File: config.mk
export PLATFORM = sky130hd
export DESIGN_NAME = seq_detect_param
export DESIGN_NICKNAME = d
export VERILOG_FILES = /design/src/rtl/seq_detect_param.sv
export SDC_FILE = /design/constraint.sdc
export NUM_CORES = 1
export LEC_CHECK = 0
export CAP_MARGIN = 10
export CELL_PAD_IN_SITES_DETAIL_PLACEMENT = 1
export CELL_PAD_IN_SITES_GLOBAL_PLACEMENT = 1
export CORE_MARGIN = 2
export CORE_UTILIZATION = 35
export DETAILED_ROUTE_END_ITERATION = 16
export PLACE_DENSITY = 0.71
export SYNTH_ARGS = -nofsm -noshare
export SYNTH_HDL_FRONTEND = slang
export SYNTH_SLANG_ARGS = --single-unit
File: constraint.sdc
create_clock -name clk -period 2.3 [get_ports clk]
set_input_delay 0.345 -clock clk [delete_from_list [all_inputs] [get_ports clk]]
set_output_delay 0.345 -clock clk [all_outputs]
set_load 0.05 [all_outputs]
File: src/rtl/seq_detect_param.sv
// ---------------------------------------------------------------------------
// seq_detect_param
//
// Purpose:
//   Serial pattern detector. It shifts accepted bits into a history window and
//   pulses dout for one cycle when the last PAT_LEN accepted bits equal
//   PATTERN. The first bit received is compared against bit PAT_LEN-1.
//   Detection can overlap or not, set by OVERLAP. A saturating counter tracks
//   the number of matches.
//
// Parameters:
//   PAT_LEN   pattern length in bits (2..16)
//   PATTERN   target sequence; MSB is the first bit received
//   OVERLAP   1 = a suffix of a match may begin the next one; 0 = fresh bits
//   CNT_W     width of the match counter (1..32)
//
// Ports:
//   clk        in   rising-edge clock for all state
//   reset      in   synchronous, active-low reset
//   din        in   serial data bit
//   din_valid  in   din is consumed only on edges where this is high
//   clear      in   synchronous soft clear, active-high; drops that cycle's bit
//   dout       out  registered one-cycle match pulse
//   match_cnt  out  matches since reset/clear, saturating at all-ones
//   cnt_sat    out  high while match_cnt is all-ones
// ---------------------------------------------------------------------------
module seq_detect_param #(
    parameter int                 PAT_LEN = 4,
    parameter logic [PAT_LEN-1:0] PATTERN = 4'b1011,
    parameter int                 OVERLAP = 1,
    parameter int                 CNT_W   = 8
) (
    input  logic             clk,
    input  logic             reset,
    input  logic             din,
    input  logic             din_valid,
    input  logic             clear,
    output logic             dout,
    output logic [CNT_W-1:0] match_cnt,
    output logic             cnt_sat
);

    // The fill count must be able to represent 0..PAT_LEN inclusive.
    localparam int                FILL_W    = $clog2(PAT_LEN + 1);
    localparam logic [FILL_W-1:0] FILL_FULL = FILL_W'(PAT_LEN);

    logic [PAT_LEN-1:0] r_hist;
    logic [FILL_W-1:0]  r_fill;
    logic               r_dout;
    logic [CNT_W-1:0]   r_cnt;

    logic [PAT_LEN-1:0] w_window;
    logic [FILL_W-1:0]  w_fill_n;
    logic               w_hit;
    logic               w_cnt_full;

    always_comb begin
        w_window   = {r_hist[PAT_LEN-2:0], din};
        // The fill count saturates at PAT_LEN, so a long run of bits never wraps it.
        w_fill_n   = (r_fill == FILL_FULL) ? r_fill : r_fill + FILL_W'(1);
        // A window only counts once PAT_LEN real bits back it. Without this,
        // the zeroed history after reset could produce a false match.
        w_hit      = (w_fill_n == FILL_FULL) && (w_window == PATTERN);
        w_cnt_full = (r_cnt == {CNT_W{1'b1}});
    end

    always_ff @(posedge clk) begin
        if (!reset) begin
            r_hist <= '0;
            r_fill <= '0;
            r_dout <= 1'b0;
            r_cnt  <= '0;
        end else if (clear) begin
            r_hist <= '0;
            r_fill <= '0;
            r_dout <= 1'b0;
            r_cnt  <= '0;
        end else if (din_valid) begin
            r_hist <= w_window;
            r_dout <= w_hit;
            // In non-overlapping mode, a hit empties the window. The next match
            // then needs a full set of fresh bits.
            if (w_hit && (OVERLAP == 0))
                r_fill <= '0;
            else
                r_fill <= w_fill_n;
            if (w_hit && !w_cnt_full)
                r_cnt <= r_cnt + CNT_W'(1);
        end else begin
            // An idle cycle keeps partial progress and only drops the pulse.
            r_dout <= 1'b0;
        end
    end

    assign dout      = r_dout;
    assign match_cnt = r_cnt;
    assign cnt_sat   = w_cnt_full;

endmodule
==> summary by stage <==
Hold path
The startpoint identified for the worst hold timing path is r_fill[1]. The count of cells along the worst hold path is 2. The endpoint with the worst hold slack is r_fill[1]. The min-delay analysis places its worst path in the category flip-flop to flip-flop.

Critical path
The worst setup path is launched from a flip-flop. The top fanout value on the critical path is 12. The endpoint class of the critical path is a flip-flop. The most critical setup path has its startpoint at r_fill[0]. The start of the worst register-to-register path is r_fill[0]. The worst reg2reg path depth is 7. The minimum setup slack among reg-to-reg paths is 180 ps. STA puts the critical path data required time at 2530 ps. The type of the worst setup path is flip-flop to flip-flop. In this run the critical register-to-register path is captured at match_cnt[5]. Data arrives at the worst endpoint at 2350 ps.

Timing
Setup repair after global routing left no endpoint under its margin. Based on the critical path, the design can be clocked at up to 0.471 GHz. The number of hold-slack violations in the final timing report came to 0. The final number of max-transition violations was 0. The minimum clock period is 2120 ps. The slew at the pin closest to its max-slew limit is 595 ps.

The worst setup slack after layout is 176 ps. The worst slew slack as a fraction of its limit is 60.3%. Between clock sinks in the finished design, the worst skew comes to 11.1 ps. Setup total negative slack on the finished layout was measured at 0 ps.

The post-route clock period utilization is 92.3%. Setup violations remaining at the end of the flow were counted as 0.

Pwr
For this design the total switching power over the nets is 0.111 mW. The design draws 0.451 mW. The maximum vdd drop is 0.343 mV. Cell internal power was estimated by the tool at 0.340 mW.

Per report_power, the clock group accounts for 35.4% of the total. The power density relative to cell area is 479 nW/µm². The leakage power is 0.306 nW.

The switching portion of total power is 24.7%. The combinational group share of total power is 6.3%. The share of power burned in registers is 58.3%.

Synth
Of the total synthesized cell area, the portion taken by full adders, half adders and majority gates is 5.07%. The post-synthesis average cell area is 9.03 µm². The synthesized-area fraction occupied by xor and xnor cells is 2.36%. The synthesized netlist devotes 14.5% of its cell area to compound gates. The flip-flop and latch count after synthesis is 15. Of all cell types, the one taking the most synthesized area is sky130_fd_sc_hd__dfxtp_1.

The synthesized netlist contains 27 unique library cells. The number of cells produced by synthesis is 82. Of the total synthesized cell area, the portion taken by AND, OR, NAND and NOR gates is 27.0%. The cell area after technology mapping is 741 µm². By area the synthesized netlist is led by sky130_fd_sc_hd__dfxtp_1 (41%), sky130_fd_sc_hd__a21oi_1 (5.4%), sky130_fd_sc_hd__mux2i_1 (5.4%), sky130_fd_sc_hd__ha_1 (5.1%), sky130_fd_sc_hd__nand4bb_4 (3.7%). For this run, the register share of the synthesized area comes to 40.5%. The Yosys step of the flow raised 0 warnings. Synthesis produced a netlist with a net count of 90. After synthesis, the largest area contributor takes up 40.5% of total cell area. The main combinational cell family by area after synthesis is simple AND/OR/NAND/NOR gates. Multiplexer cells account for 5.41% of the synthesized area.

Cells and area
The library cell used most frequently in the layout, excluding fill and tap cells, is sky130_fd_sc_hd__dfxtp_1. The area growth from synthesis to layout is 27.2%. The fraction of final layout cells sized beyond drive strength 1 is 14.0%.

The library cells used most frequently in the layout, excluding fill and tap cells, are sky130_fd_sc_hd__dfxtp_1 (15), sky130_fd_sc_hd__clkdlybuf4s50_1 (13), sky130_fd_sc_hd__a21oi_1 (8). The number of inserted diodes is 0. The utilization of the core after routing is 47.5%.

After filler insertion, the fill cell instance count of the layout stands at 245. The post-layout net count is 109.

Global route
The largest net degree at the start of global routing is 16. The via count of the first global-routing pass is 693. The first-pass GRT wire length is 3030 µm.

The overall overflow remaining after global route is 0. The number of antenna violations at the first check in global routing is 0. The total routing resource utilization after global routing is 16.1%.

Detailed routing
For this block, the routed nets add up to 1740 µm of wire. The final antenna-violating net count is 0. The per-cell via count in the routed design is 5.20. The first routing iteration left 5 violations. The DRC violation count after routing is 0. The routed layout has 660 vias. The iteration count of the initial detailed-routing pass is 4. The routed length per placed instance is 13.7 µm.

Floorplan
The core area is 1980 µm². 15 I/O pins were placed. The die is 50.0 µm tall. The width of the chip is 50.0 µm.

The die area is 2500 µm². The floorplan has 16 rows. For this configuration, the core starts out at a cell density of 37.4%.

Clocking
CTS built an H-tree with a depth of 1. The root buffer cell is sky130_fd_sc_hd__clkbuf_4. The TritonCTS sink count is 15. After clock tree synthesis, the repair step resized 0 gates. The clock reaches the later pin of the worst-skew pair after 290 ps. The number of buffers inserted during clock tree synthesis is 3. TritonCTS built the clock tree. Clock-pin slew was measured on the worst setup and hold paths at 110 ps. Counting along the longest clock path gives a buffer depth of 2. The total of hold buffers inserted after clock tree synthesis is 0.

Placement
The worst slack at placement is 192 ps. The number of buffers added on ports is 14. The congestion estimate from routability-driven global placement came to 0.685. Summed over all nets, the half-perimeter wirelength after detailed placement is 1250 µm.

Status
The run finished with clean final reports.

Flow run
The total of max-cap violations is 0.
## power groups by stage
stage	clock network, mW	registers, mW	logic [mW]
3_3_place_gp	0	0.269	0.0276
5_1_grt	0.175	0.263	0.0319
6_report	0.160	0.263	0.0283
3_5_place_dp	0	0.269	0.0280
4_1_cts	0.161	0.263	0.0284
2_1_floorplan	0	0.269	0.0177
## stage by stage
stage          cell area (µm²)  hold slack, ps  cells
6_report                   942             499    127
2_1_floorplan              743             453     82
3_5_place_dp               900             490    121
3_3_place_gp               900             475    121
4_1_cts                    927             502    125
5_1_grt                    942             529    127
## flip-flops by register name (all words and copies together), names as in the netlist
name,flops
match_cnt,8
r_fill,3
dout,1
r_hist,3
## kinds of logic (layout without fill, tap and decap cells)
group,after synthesis,after routing
XOR/XNOR,2,2
adder cells (fa/ha/maj),3,3
AO/OA/AOI/OAI,16,16
flip-flops,15,15
buffers and inverters,7,25
multiplexers,4,4
AND/OR/NAND/NOR,35,35
## worst max path at each step
stage,to,slack [ps],cells after the start
detailed placement,match_cnt[7],190,7
CTS,match_cnt[7],140,7
global route,match_cnt[5],30,7
floorplan,match_cnt[1],50,7
global placement,match_cnt[5],220,6
finish,match_cnt[5],180,7
## timing repair
action | CTS | global route
hold endpoints to repair | 0 | 0
setup endpoints to repair | 0 | 2
setup buffers | 0 | 2
## layout make-up
cell class | instances | area (µm²) | area share (%)
multi-input cells | 60 | 405 | 43.0
flip-flops and latches | 15 | 300 | 31.9
repair buffers | 17 | 160 | 17.0
well taps | 27 | 33.8 | 3.59
clock buffers | 3 | 22.5 | 2.39
inverters | 4 | 15.0 | 1.59
clock inverters | 1 | 5.00 | 0.531
## cell usage after synthesis (all sizes together)
master	n
nand4	2
or3	3
nor2	8
o31ai	3
a311oi	1
or4	3
xor2	1
nor3	4
xnor2	1
a21oi	8
ha	3
nand3	5
clkbuf	1
nand2b	2
nand2	7
o21ai	3
mux2i	4
nand4bb	1
dfxtp	15
buf	2
inv	4
a22oi	1
## per-layer routing
| metal | global-route usage [%] | part of all wire, % | routed length [µm] | vias to the layer above |
|---|---|---|---|---|
| met3 | 4.85 | 3.9 | 68 | 2 |
| met5 | 0 | 0 | 0 | - |
| met2 | 24.6 | 45 | 780 | 14 |
| met4 | 6.94 | 0.92 | 16 | 0 |
| met1 | 20.8 | 50 | 870 | 317 |
| li1 | - | - | - | 327 |
## critical path: stages (launching register included)
cell and delay, ps:
sky130_fd_sc_hd__dfxtp_1 370, sky130_fd_sc_hd__inv_2 80, sky130_fd_sc_hd__ha_1 330, sky130_fd_sc_hd__nor3_1 240, sky130_fd_sc_hd__a311oi_1 100, sky130_fd_sc_hd__nand4bb_4 300
sky130_fd_sc_hd__or4_1 510, sky130_fd_sc_hd__a21oi_1 150
Power figures use the tool's default switching activity.
